<file path="config.mk">
export PLATFORM = sky130hd
export DESIGN_NAME = prefetch_unit_flat
export DESIGN_NICKNAME = d
export VERILOG_FILES = /design/src/rtl/prefetch_pkg.sv /design/src/rtl/prefetch_unit_if.sv /design/src/rtl/prefetch_unit_fetch_fifo.sv /design/src/rtl/prefetch_unit.sv /design/src/flat_wrapper.sv
export SDC_FILE = /design/constraint.sdc
export NUM_CORES = 1
export LEC_CHECK = 0
export CAP_MARGIN = 15
export CORE_ASPECT_RATIO = 1.4
export CORE_MARGIN = 4
export CORE_UTILIZATION = 35
export DETAILED_ROUTE_END_ITERATION = 6
export PLACE_DENSITY = 0.62
export SLEW_MARGIN = 20
export SYNTH_ARGS = -nofsm -noshare
export SYNTH_HDL_FRONTEND = slang
export SYNTH_SLANG_ARGS = --single-unit
</file>
<file path="constraint.sdc">
create_clock -name clk -period 4.4 [get_ports clk]
set_input_delay 0.88 -clock clk [delete_from_list [all_inputs] [get_ports clk]]
set_output_delay 0.88 -clock clk [all_outputs]
set_load 0.05 [all_outputs]
</file>
<file path="src/rtl/prefetch_pkg.sv">
// Shared types and constants for the instruction prefetcher.
// Default entry layout matches XLEN=ILEN=32.
package prefetch_pkg;

  localparam int PF_XLEN = 32;
  localparam int PF_ILEN = 32;

  localparam logic [1:0] AXI_RESP_OKAY    = 2'b00;
  localparam logic [2:0] AXI_ARPROT_INSTR = 3'b100;

  typedef struct packed {
    logic                fault;
    logic [PF_XLEN-1:0]  pc;
    logic [PF_ILEN-1:0]  instr;
  } fetch_entry_t;

  function automatic logic resp_is_fault(input logic [1:0] rresp);
    return rresp != AXI_RESP_OKAY;
  endfunction

endpackage

</file>
<file path="src/rtl/prefetch_unit_if.sv">
// AXI-lite bus bundle; the prefetcher uses the read channels and ties off writes.
interface if_axi_lite #(
  parameter int ADDR_W = 32,
  parameter int DATA_W = 32
);
  logic [ADDR_W-1:0]   araddr;
  logic                arvalid;
  logic                arready;
  logic [2:0]          arprot;
  logic [DATA_W-1:0]   rdata;
  logic [1:0]          rresp;
  logic                rvalid;
  logic                rready;
  logic [ADDR_W-1:0]   awaddr;
  logic                awvalid;
  logic                awready;
  logic [2:0]          awprot;
  logic [DATA_W-1:0]   wdata;
  logic [DATA_W/8-1:0] wstrb;
  logic                wvalid;
  logic                wready;
  logic [1:0]          bresp;
  logic                bvalid;
  logic                bready;

  modport M (
    output araddr, arvalid, arprot, rready, awaddr, awvalid, awprot, wdata, wstrb, wvalid, bready,
    input  arready, rdata, rresp, rvalid, awready, wready, bresp, bvalid
  );

  modport S (
    input  araddr, arvalid, arprot, rready, awaddr, awvalid, awprot, wdata, wstrb, wvalid, bready,
    output arready, rdata, rresp, rvalid, awready, wready, bresp, bvalid
  );
endinterface

</file>
<file path="src/rtl/prefetch_unit_fetch_fifo.sv">
// Generic synchronous FIFO with flush, occupancy count and registered head.
// Latency: a push is visible at the head the next cycle; flush wins over push/pop.
module fetch_fifo #(
  parameter int WIDTH = 65,
  parameter int DEPTH = 4
) (
  input  logic                       clk,
  input  logic                       rst,
  input  logic                       flush,
  input  logic                       push,
  input  logic [WIDTH-1:0]           push_dat,
  input  logic                       pop,
  output logic [WIDTH-1:0]           head_dat,
  output logic                       head_vld,
  output logic [$clog2(DEPTH):0]     count
);
  localparam int AW   = $clog2(DEPTH);
  localparam int CNTW = AW + 1;

  logic [WIDTH-1:0] mem [DEPTH];
  logic [AW-1:0]    wr_ptr;
  logic [AW-1:0]    rd_ptr;
  logic             do_push;
  logic             do_pop;

  assign do_pop  = pop && (count != '0);
  // Full is still writable when the head leaves in the same cycle.
  assign do_push = push && ((count != CNTW'(DEPTH)) || do_pop);

  always_ff @(posedge clk) begin
    if (rst || flush) begin
      wr_ptr <= '0;
      rd_ptr <= '0;
      count  <= '0;
    end else begin
      if (do_push) wr_ptr <= wr_ptr + AW'(1);
      if (do_pop)  rd_ptr <= rd_ptr + AW'(1);
      count <= count + CNTW'(do_push) - CNTW'(do_pop);
    end
  end

  always_ff @(posedge clk) begin
    if (do_push && !(rst || flush)) mem[wr_ptr] <= push_dat;
  end

  assign head_dat = mem[rd_ptr];
  assign head_vld = (count != '0);

endmodule

</file>
<file path="src/rtl/prefetch_unit.sv">
// Sequential instruction prefetcher with credit-limited AXI-lite reads and redirect flush.
// Latency: R handshake to head valid is 1 cycle; optional PREFETCH_PERF_EN adds perf counters.
module prefetch_unit
  import prefetch_pkg::*;
#(
  parameter int          XLEN            = 32,
  parameter int          ILEN            = 32,
  parameter int          FIFO_DEPTH      = 4,
  parameter int          MAX_OUTSTANDING = 2,
  parameter logic [XLEN-1:0] RESET_PC    = '0
) (
  input  logic            clk,
  input  logic            rst,
  input  logic            i_redirect_valid,
  input  logic [XLEN-1:0] i_redirect_pc,
  output logic            o_instr_valid,
  input  logic            i_instr_ready,
  output logic [ILEN-1:0] o_instr_data,
  output logic [XLEN-1:0] o_instr_pc,
  output logic            o_instr_fault,
  output logic            o_busy,
  if_axi_lite.M           m_axi
`ifdef PREFETCH_PERF_EN
  ,
  output logic [31:0]     o_perf_fetched,
  output logic [31:0]     o_perf_stall
`endif
);
  localparam int QW = $clog2(FIFO_DEPTH) + 1;
  localparam int CW = QW + 1;
  localparam int EW = 1 + XLEN + ILEN;
  localparam logic [XLEN-1:0] PC_STEP = XLEN'(ILEN / 8);

  logic [XLEN-1:0] pc;
  logic [XLEN-1:0] resp_pc;
  logic [XLEN-1:0] ar_addr;
  logic            ar_vld;
  logic            stale_ar;
  logic [CW-1:0]   outstanding;
  logic [CW-1:0]   discard;
  logic [QW-1:0]   q_count;
  logic [CW-1:0]   in_flight_next;
  logic [XLEN-1:0] pc_adv;
  logic            ar_hs;
  logic            r_hs;
  logic            credit;
  logic            push;
  logic            pop;
  logic [EW-1:0]   push_dat;
  logic [EW-1:0]   head_dat;

  assign ar_hs = ar_vld && m_axi.arready;
  assign r_hs  = m_axi.rvalid && m_axi.rready;
  assign pop   = o_instr_valid && i_instr_ready;

  assign in_flight_next = outstanding + CW'(ar_hs) - CW'(r_hs);

  // Credit counts an AR handshaking this cycle so arvalid can stay up back-to-back.
  assign credit = ((outstanding + CW'(q_count) + CW'(ar_hs)) < CW'(FIFO_DEPTH)) &&
                  ((outstanding + CW'(ar_hs)) < CW'(MAX_OUTSTANDING));

  // A stale AR was issued for the old stream, so it must not advance the new PC.
  assign pc_adv = (ar_hs && !stale_ar) ? pc + PC_STEP : pc;

  assign push     = r_hs && (discard == '0) && !i_redirect_valid;
  assign push_dat = {resp_is_fault(m_axi.rresp), resp_pc, m_axi.rdata};

  always_ff @(posedge clk) begin
    if (rst) begin
      pc          <= RESET_PC;
      resp_pc     <= RESET_PC;
      ar_addr     <= RESET_PC;
      ar_vld      <= 1'b0;
      stale_ar    <= 1'b0;
      outstanding <= '0;
      discard     <= '0;
    end else begin
      outstanding <= in_flight_next;

      if (ar_vld && !m_axi.arready) begin
        ar_vld <= 1'b1;
      end else begin
        ar_vld <= credit && !i_redirect_valid;
        if (credit && !i_redirect_valid) ar_addr <= pc_adv;
      end

      if (i_redirect_valid) begin
        pc       <= i_redirect_pc;
        resp_pc  <= i_redirect_pc;
        discard  <= in_flight_next;
        stale_ar <= ar_vld && !m_axi.arready;
      end else begin
        pc <= pc_adv;
        if (push) resp_pc <= resp_pc + PC_STEP;
        discard <= discard + CW'(stale_ar && ar_hs) - CW'(r_hs && (discard != '0));
        if (ar_hs) stale_ar <= 1'b0;
      end
    end
  end

  fetch_fifo #(
    .WIDTH (EW),
    .DEPTH (FIFO_DEPTH)
  ) u_fifo (
    .clk      (clk),
    .rst      (rst),
    .flush    (i_redirect_valid),
    .push     (push),
    .push_dat (push_dat),
    .pop      (pop),
    .head_dat (head_dat),
    .head_vld (o_instr_valid),
    .count    (q_count)
  );

  assign o_instr_fault = head_dat[EW-1];
  assign o_instr_pc    = head_dat[ILEN +: XLEN];
  assign o_instr_data  = head_dat[ILEN-1:0];
  assign o_busy        = ar_vld || (outstanding != '0);

  assign m_axi.araddr  = ar_addr;
  assign m_axi.arvalid = ar_vld;
  assign m_axi.arprot  = AXI_ARPROT_INSTR;
  assign m_axi.rready  = 1'b1;
  assign m_axi.awaddr  = '0;
  assign m_axi.awvalid = 1'b0;
  assign m_axi.awprot  = '0;
  assign m_axi.wdata   = '0;
  assign m_axi.wstrb   = '0;
  assign m_axi.wvalid  = 1'b0;
  assign m_axi.bready  = 1'b1;

`ifdef PREFETCH_PERF_EN
  always_ff @(posedge clk) begin
    if (rst) begin
      o_perf_fetched <= '0;
      o_perf_stall   <= '0;
    end else begin
      if (pop) o_perf_fetched <= o_perf_fetched + 32'd1;
      if (!o_instr_valid && i_instr_ready) o_perf_stall <= o_perf_stall + 32'd1;
    end
  end
`endif

endmodule
</file>
<file path="src/flat_wrapper.sv">
// flat-port wrapper written by rule: the top's interface ports become plain ports
module prefetch_unit_flat import prefetch_pkg::*;
#(
  parameter int          XLEN            = 32,
  parameter int          ILEN            = 32,
  parameter int          FIFO_DEPTH      = 4,
  parameter int          MAX_OUTSTANDING = 2,
  parameter logic [XLEN-1:0] RESET_PC    = '0
)
  (clk, rst, i_redirect_valid, i_redirect_pc, o_instr_valid, i_instr_ready, o_instr_data, o_instr_pc, o_instr_fault, o_busy, m_axi_araddr, m_axi_arvalid, m_axi_arprot, m_axi_rready, m_axi_awaddr, m_axi_awvalid, m_axi_awprot, m_axi_wdata, m_axi_wstrb, m_axi_wvalid, m_axi_bready, m_axi_arready, m_axi_rdata, m_axi_rresp, m_axi_rvalid, m_axi_awready, m_axi_wready, m_axi_bresp, m_axi_bvalid);
  if_axi_lite m_axi_i ();
  input  logic clk;
  input  logic rst;
  input  logic i_redirect_valid;
  input  logic [XLEN-1:0] i_redirect_pc;
  output logic o_instr_valid;
  input  logic i_instr_ready;
  output logic [ILEN-1:0] o_instr_data;
  output logic [XLEN-1:0] o_instr_pc;
  output logic o_instr_fault;
  output logic o_busy;
  output wire logic [$bits(m_axi_i.araddr)-1:0] m_axi_araddr;
  output wire logic [$bits(m_axi_i.arvalid)-1:0] m_axi_arvalid;
  output wire logic [$bits(m_axi_i.arprot)-1:0] m_axi_arprot;
  output wire logic [$bits(m_axi_i.rready)-1:0] m_axi_rready;
  output wire logic [$bits(m_axi_i.awaddr)-1:0] m_axi_awaddr;
  output wire logic [$bits(m_axi_i.awvalid)-1:0] m_axi_awvalid;
  output wire logic [$bits(m_axi_i.awprot)-1:0] m_axi_awprot;
  output wire logic [$bits(m_axi_i.wdata)-1:0] m_axi_wdata;
  output wire logic [$bits(m_axi_i.wstrb)-1:0] m_axi_wstrb;
  output wire logic [$bits(m_axi_i.wvalid)-1:0] m_axi_wvalid;
  output wire logic [$bits(m_axi_i.bready)-1:0] m_axi_bready;
  input wire logic [$bits(m_axi_i.arready)-1:0] m_axi_arready;
  input wire logic [$bits(m_axi_i.rdata)-1:0] m_axi_rdata;
  input wire logic [$bits(m_axi_i.rresp)-1:0] m_axi_rresp;
  input wire logic [$bits(m_axi_i.rvalid)-1:0] m_axi_rvalid;
  input wire logic [$bits(m_axi_i.awready)-1:0] m_axi_awready;
  input wire logic [$bits(m_axi_i.wready)-1:0] m_axi_wready;
  input wire logic [$bits(m_axi_i.bresp)-1:0] m_axi_bresp;
  input wire logic [$bits(m_axi_i.bvalid)-1:0] m_axi_bvalid;
  assign m_axi_araddr = m_axi_i.araddr;
  assign m_axi_arvalid = m_axi_i.arvalid;
  assign m_axi_arprot = m_axi_i.arprot;
  assign m_axi_rready = m_axi_i.rready;
  assign m_axi_awaddr = m_axi_i.awaddr;
  assign m_axi_awvalid = m_axi_i.awvalid;
  assign m_axi_awprot = m_axi_i.awprot;
  assign m_axi_wdata = m_axi_i.wdata;
  assign m_axi_wstrb = m_axi_i.wstrb;
  assign m_axi_wvalid = m_axi_i.wvalid;
  assign m_axi_bready = m_axi_i.bready;
  assign m_axi_i.arready = m_axi_arready;
  assign m_axi_i.rdata = m_axi_rdata;
  assign m_axi_i.rresp = m_axi_rresp;
  assign m_axi_i.rvalid = m_axi_rvalid;
  assign m_axi_i.awready = m_axi_awready;
  assign m_axi_i.wready = m_axi_wready;
  assign m_axi_i.bresp = m_axi_bresp;
  assign m_axi_i.bvalid = m_axi_bvalid;
  prefetch_unit #(.XLEN(XLEN), .ILEN(ILEN), .FIFO_DEPTH(FIFO_DEPTH), .MAX_OUTSTANDING(MAX_OUTSTANDING), .RESET_PC(RESET_PC)) u_core (.clk(clk), .rst(rst), .i_redirect_valid(i_redirect_valid), .i_redirect_pc(i_redirect_pc), .o_instr_valid(o_instr_valid), .i_instr_ready(i_instr_ready), .o_instr_data(o_instr_data), .o_instr_pc(o_instr_pc), .o_instr_fault(o_instr_fault), .o_busy(o_busy), .m_axi(m_axi_i));
endmodule
</file>
==> qor.csv, run 1 <==
metric;value;unit
run status;complete, no violations;
buffer type at the clock tree root;sky130_fd_sc_hd__clkbuf_16;
clock transition at the register clock pins on the worst setup and hold paths after CTS;0.06;ns
cell type with the largest total area after synthesis;sky130_fd_sc_hd__edfxtp_1;
Avg Vias per Cell;4.855;
post-synthesis cell type count;61;
area share of the largest cell type after synthesis;0.4909;
Clock Tree Buf Depth;3;
worst-case reg-to-reg path depth;7;
met3 track demand over resource;0.02538;
number of detailed-route iterations in the first pass;4;
RSZ-0062 raised after global routing;false;
Setup crit start kind;register;
Critical Path Fanout Max;24;
number of violations reported at the end of detailed-routing iteration 0;403;
proportion of synthesized chip area in sequential cells;0.6356;
Synth Area per Inst;14.54;um2
hold buffers post-CTS;0;
number of max-slew violations in the final report;0;
largest delay contributor family on the critical path;buffers and inverters;
die area;48970;um2
category of the worst setup path capture point;primary output;
TritonCTS clock tree;built;
WP data arrival;2.85;ns
worst-margin pin slew;0.8695;ns
Static Leak;0.006762;uW
Net Sw Power;2803;uW
power per cell area;487.9;nW/um2
headroom to the max-slew limit;0.4197;
effective utilization at floorplan;0.3534;
Net count, final;1369;
FFs w/ async S/R, synth;0;
Final Total Pwr;9431;uW
#FFs+latches synth;375;
post-CTS setup-driven buffer insertion count;0;
detailed-route DRC error count;0;
cts bufs inserted;37;
Ys Warns;0;
maximum operating frequency;268.0;MHz
reg-to-reg setup timing slack;1.67;ns
CTS H-Tree Depth;2;
fraction of layout instances using a drive strength above 1;0.1301;
pin count of the biggest net entering global routing;68;
kind of critical path;register to primary output;
Final Hold Slack;0.4678;ns
number of buffer and inverter instances along the worst setup path;2;
most instantiated library cell after synthesis;sky130_fd_sc_hd__edfxtp_1;
post-route clock period utilization;0.8481;
number of vias after detailed routing;9273;
number of max-cap violations;0;
Core Region;45010;um2
standard-cell rows;92;
cell types with the largest area share after synthesis;sky130_fd_sc_hd__edfxtp_1 (49%), sky130_fd_sc_hd__dfxtp_1 (14%), sky130_fd_sc_hd__mux4_2 (9.2%);
met2 demand-to-capacity share in global routing;0.2512;
maximum ir drop on the vdd rail;0.2606;mV
Seq pwr share;0.443;
clock group share of total power;0.341;
GPL Wtd Cong;0.8330;
number of cells upsized or downsized after cts;0;
Final min period;3.732;ns
number of synthesized flops with an enable pin;260;
hold path endpoint;u_core.m_axi.araddr[1];
overall track demand over capacity in global routing;0.1422;
I/O Pins;255;
number of inserted diodes;0;
met1 track demand over resource in global routing;0.1758;
instance count along the most critical hold path;2;
worst hold path type;register to register;
average wire per standard cell;18.54;um
commonest cells in the netlist;sky130_fd_sc_hd__edfxtp_1 (260), sky130_fd_sc_hd__dfxtp_1 (115), sky130_fd_sc_hd__buf_4 (81);
clock latency reported for the late side of the worst-skew pair;0.53;ns
Int Pwr;6628;uW
reg-to-reg critical path startpoint;u_core.m_axi.arvalid;
final hold viol count;0;
Post-Route WL;35420;um
netlist area before placement;15910;um2
setup violation total in the final timing report;0;
first-pass GRT wire length;54980;um
critical hold path startpoint;u_core.pc[1];
ordered cell list for the critical path;buf_12 -> mux4_2 -> clkdlybuf4s50_1;
setup tns final;0;ns
antenna violation net count after detailed routing;0;
Top FF cell, synth;sky130_fd_sc_hd__edfxtp_1;
end of the worst register-to-register path;u_core.m_axi.araddr[5];
post-detail-place hpwl;24010;um
cell with the largest stage delay on the worst path;sky130_fd_sc_hd__clkdlybuf4s50_1;
GR peak layer;met2;
Comb pwr share;0.215;
Die Height;260.2;um
maximum clock skew at final layout;0.01478;ns
horizontal extent of the die;188.2;um
number of antenna violations at the first check in global routing;0;
worst path required time;3.52;ns
peak per-stage delay on the critical path;0.79;ns
total global routing overflow;0;
Area growth syn-to-layout;21.54;%
Post-Syn Instances;1094;
vias in the first global route;9556;
number of buffer cells added on primary ports;171;
switching share of power;0.2972;
Sinks on Clock Net;375;
-- state kept, by name, summed over array words and instances, names as in the netlist, named ones only --
name / count
u_core.stale_ar: 1
u_core.u_fifo.count: 3
u_core.pc: 32
u_core.discard: 4
u_core.u_fifo.mem: 260
u_core.u_fifo.rd_ptr: 2
u_core.outstanding: 4
u_core.m_axi.araddr: 32
u_core.resp_pc: 32
u_core.m_axi.arvalid: 1
u_core.u_fifo.wr_ptr: 2
-- logic make-up after synthesis --
kind of cell | share of synthesized area
flops | 0.6356
compound gates | 0.07560
mux | 0.09338
xor+xnor | 0.03029
buf+inv | 0.06679
fa+ha+maj | 0.01825
simple gates | 0.07961
other cells | 0.0004722
-- layout by cell type (no fill, tap or decap), types with 5 or more instances in the layout --
cell                                n
sky130_fd_sc_hd__edfxtp_1         260
sky130_fd_sc_hd__nand4_1           22
sky130_fd_sc_hd__dfxtp_1          113
sky130_fd_sc_hd__and3_4             5
sky130_fd_sc_hd__nor3_1            34
sky130_fd_sc_hd__ha_1              20
sky130_fd_sc_hd__xor2_1            15
sky130_fd_sc_hd__and3_1             8
sky130_fd_sc_hd__and2_1             7
sky130_fd_sc_hd__nand4b_1           5
sky130_fd_sc_hd__nand2b_1           5
sky130_fd_sc_hd__a21oi_1           54
sky130_fd_sc_hd__and4_1             7
sky130_fd_sc_hd__nor4b_1            5
sky130_fd_sc_hd__xnor2_1           40
sky130_fd_sc_hd__a211oi_1          11
sky130_fd_sc_hd__nand3_1           18
sky130_fd_sc_hd__clkdlybuf4s50_1  169
sky130_fd_sc_hd__nor2_1            40
sky130_fd_sc_hd__clkbuf_1           9
sky130_fd_sc_hd__mux4_2            65
sky130_fd_sc_hd__nor4_1             6
sky130_fd_sc_hd__a21o_1            19
sky130_fd_sc_hd__nand2_1           29
sky130_fd_sc_hd__inv_1             53
sky130_fd_sc_hd__clkinv_2           6
sky130_fd_sc_hd__buf_4             21
sky130_fd_sc_hd__clkbuf_16         39
sky130_fd_sc_hd__o311a_1           19
sky130_fd_sc_hd__conb_1            78
sky130_fd_sc_hd__buf_12             6
sky130_fd_sc_hd__o21a_1            46
-- power by group through the flow --
| stage | registers [uW] | clock network, uW | logic (uW) |
|---|---|---|---|
| final | 4180 | 3220 | 2030 |
| after global routing | 4210 | 3460 | 2170 |
| after CTS | 4180 | 3330 | 2050 |
| after detailed placement | 4260 | 0 | 2040 |
| after global placement | 4250 | 0 | 2020 |
| after floorplan | 4580 | 0 | 1160 |
-- routing by layer --
metal	share of wire	wire length, um	vias to the layer above
met5	0	0	-
met4	0.026	918	0
met3	0.050	1757	55
met2	0.51	18070	234
met1	0.41	14670	4642
li1	-	-	4342
-- cell type report --
cell class | instances | area [um2]
inverters | 53 | 198.9
flip-flops and latches | 375 | 10120
clock buffers | 50 | 1037
clock inverters | 18 | 197.7
multi-input cells | 606 | 5041
repair buffers | 197 | 1974
fillers | 4071 | 25680
well taps | 611 | 764.5
-- through the flow --
step / worst slack, ns / utilization / std cells / instance area [um2]
after floorplan: 0.8096 / - / 1170 / 16190
after global placement: 0.9210 / 0.4021 / 1842 / 18100
after detailed placement: 0.8913 / 0.4021 / 1842 / 18100
after CTS: 0.5537 / 0.4295 / 1910 / 19330
after global routing: 0.4834 / 0.4295 / 1910 / 19330
final: 0.6683 / 0.4295 / 1910 / 19330
-- worst max-delay path by stage --
stage,startpoint,endpoint,slack (ns),cells past startpoint
floorplan,i_redirect_valid,u_core.u_fifo.mem[0][0],0.81,3
global placement,m_axi_arready,u_core.m_axi.araddr[31],0.92,10
detailed placement,m_axi_arready,u_core.m_axi.araddr[26],0.89,9
CTS,register,o_instr_pc[22],0.55,3
global route,register,o_instr_pc[1],0.48,3
finish,register,o_instr_pc[16],0.67,3
-- worst min-delay path, cell delays in order (launching register included) --
cell and delay [ns]:
sky130_fd_sc_hd__dfxtp_1 0.31, sky130_fd_sc_hd__nand3_1 0.06, sky130_fd_sc_hd__a21oi_1 0.05
Note: power is estimated with default switching activity, not from simulation.
==> run 2: changes to the inputs <==
==> constraint.sdc (replaced) <==
create_clock -name clk -period 3.8 [get_ports clk]
set_input_delay 0.76 -clock clk [delete_from_list [all_inputs] [get_ports clk]]
set_output_delay 0.76 -clock clk [all_outputs]
set_load 0.05 [all_outputs]
==> qor.csv, run 2 (synthesis gave the netlist of run 1 again) <==
metric;value;unit;change
run status;complete, no violations;;unchanged
leading cell types in the layout, fill and taps excluded;sky130_fd_sc_hd__edfxtp_1 (260), sky130_fd_sc_hd__clkdlybuf4s50_1 (169), sky130_fd_sc_hd__dfxtp_1 (113), sky130_fd_sc_hd__conb_1 (78), sky130_fd_sc_hd__mux4_2 (65);;unchanged
number of cells upsized or downsized after cts;0;;unchanged
cts bufs inserted;39;;was 37
cell with the largest stage delay on the worst path;sky130_fd_sc_hd__clkdlybuf4s50_1;;unchanged
post-detail-place hpwl;24070;um;was 24010 um
number of detailed-route iterations in the first pass;5;;was 4
Int Pwr;7747;uW;was 6628 uW
vias in the first global route;9570;;was 9556
average wire per standard cell;18.56;um;was 18.54 um
worst-margin pin slew;0.6710;ns;was 0.8695 ns
number of max-slew violations in the final report;0;;unchanged
worst path required time;3.04;ns;was 3.52 ns
Net count, final;1371;;was 1369
overall track demand over capacity in global routing;0.1415;;was 0.1422
final hold viol count;0;;unchanged
Setup crit start kind;register;;unchanged
clock latency reported for the late side of the worst-skew pair;0.53;ns;about the same
Sinks on Clock Net;375;;unchanged
detailed-route DRC error count;0;;unchanged
setup tns final;0;ns;unchanged
pin count of the biggest net entering global routing;61;;was 68
effective utilization at floorplan;0.3534;;unchanged
reg-to-reg critical path startpoint;u_core.m_axi.arvalid;;unchanged
Net Sw Power;3256;uW;was 2803 uW
fillcell total;4123;;was 4071
number of placed cells counting well taps;1841;;was 1842
Avg Vias per Cell;4.785;;was 4.855
maximum clock skew at final layout;0.009768;ns;was 0.01478 ns
antenna violation net count after detailed routing;0;;unchanged
number of inserted diodes;0;;unchanged
number of antenna violations at the first check in global routing;0;;unchanged
final core occ;0.4311;;was 0.4295
Post-Place Setup Slack;0.3655;ns;was 0.8913 ns
number of buffer and inverter instances along the worst setup path;2;;unchanged
power per cell area;567.1;nW/um2;was 487.9 nW/um2
peak per-stage delay on the critical path;0.78;ns;was 0.79 ns
Critical Path Fanout Max;28;;was 24
Static Leak;0.006793;uW;was 0.006762 uW
max FFs per register;260;;unchanged
number of violations reported at the end of detailed-routing iteration 0;389;;was 403
category of the worst setup path capture point;primary output;;unchanged
RSZ-0062 raised after global routing;false;;unchanged
post-CTS setup-driven buffer insertion count;0;;unchanged
Die Height;260.2;um;unchanged
Comb pwr share;0.216;;was 0.215
Seq pwr share;0.440;;was 0.443
I/O Pins;255;;unchanged
clock transition at the register clock pins on the worst setup and hold paths after CTS;0.06;ns;about the same
WP data arrival;2.74;ns;was 2.85 ns
Clock Tree Buf Depth;3;;unchanged
clock group share of total power;0.344;;was 0.341
hold buffers post-CTS;0;;unchanged
switching share of power;0.2959;;was 0.2972
TritonCTS clock tree;built;;unchanged
worst hold path type;register to register;;unchanged
Layout Cells excl Fill;1912;;was 1910
maximum operating frequency;285.9;MHz;
number of buffer cells added on primary ports;171;;unchanged
CTS H-Tree Depth;2;;unchanged
ordered cell list for the critical path;buf_12 -> mux4_2 -> clkdlybuf4s50_1;;unchanged
buffer type at the clock tree root;sky130_fd_sc_hd__clkbuf_16;;unchanged
Top reg by flops;u_core.u_fifo.mem;;unchanged
GPL Wtd Cong;0.8532;;was 0.8330
total global routing overflow;0;;unchanged
Post-Route WL;35490;um;was 35420 um
Final min period;3.498;ns;
number of vias after detailed routing;9149;;was 9273
reg-to-reg setup timing slack;1.29;ns;was 1.67 ns
maximum ir drop on the vdd rail;0.3309;mV;was 0.2606 mV
post-route clock period utilization;0.9205;;
number of max-cap violations;0;;unchanged
leading cell type in the layout, fill and taps excluded;sky130_fd_sc_hd__edfxtp_1;;unchanged
largest delay contributor family on the critical path;buffers and inverters;;unchanged
Area growth syn-to-layout;21.99;%;was 21.54%
first-pass GRT wire length;54700;um;was 54980 um
headroom to the max-slew limit;0.5513;;was 0.4197
Core Region;45010;um2;unchanged
critical hold path startpoint;u_core.pc[0];;was u_core.pc[1]
horizontal extent of the die;188.2;um;unchanged
die area;48970;um2;unchanged
setup violation total in the final timing report;0;;unchanged
kind of critical path;register to primary output;;unchanged
standard-cell rows;92;;unchanged
post-route worst setup slack;0.3021;ns;was 0.6683 ns
fraction of layout instances using a drive strength above 1;0.1337;;was 0.1301
[run 2: cell types whose count changed in the layout (fill, tap and decap cells not counted), sizes merged]
| cell | delta |
|---|---|
| bufinv | -1 |
| clkbuf | +1 |
| clkinv | +3 |
| inv | -1 |
[run 2: area by class of cell]
class                      instances  area, um2  area share
clock buffer                      51       1104     0.05688
clock inverter                    19      173.9    0.008964
inverter                          53      198.9     0.01025
multi-input combinational        606       5041      0.2598
sequential                       375      10120      0.5214
tap                              611      764.5     0.03940
timing repair buffer             197       2003      0.1032
[run 2: worst min-delay path: stages (launching register included)]
cell	delay (ns)
sky130_fd_sc_hd__dfxtp_1	0.31
sky130_fd_sc_hd__nand2b_1	0.06
sky130_fd_sc_hd__a21oi_1	0.06
[run 2: metal layers]
layer | global-route usage | vias up | routed length [um]
met5 | 0 | - | 0
met4 | 0.05284 | 0 | 1193
met3 | 0.02860 | 64 | 2045
met2 | 0.2513 | 244 | 18130
met1 | 0.1698 | 4498 | 14120
li1 | - | 4343 | -
[run 2: final timing paths]
path,endpoint,cells past startpoint
max,o_instr_pc[16],3
min,u_core.pc[0],2
max reg2reg,u_core.m_axi.araddr[11],10
min reg2reg,u_core.pc[0],2
[run 2: power groups by stage]
stage	Sequential, uW	Clock [uW]	Combinational (uW)
final	4840	3790	2370
after floorplan	5300	0	1340
after global routing	4870	4070	2550
after CTS	4840	3920	2390
after global placement	4920	0	2360
after detailed placement	4930	0	2380
[run 2: per-stage QoR]
stage                     power (uW)  cell area (um2)  hold WS [ns]
after global routing           11490            19400        0.4929
final                          11000            19400        0.4762
after floorplan                 6646            16190        0.4442
after global placement          7278            18110        0.4586
after detailed placement        7310            18110        0.4616
after CTS                      11150            19390        0.4759
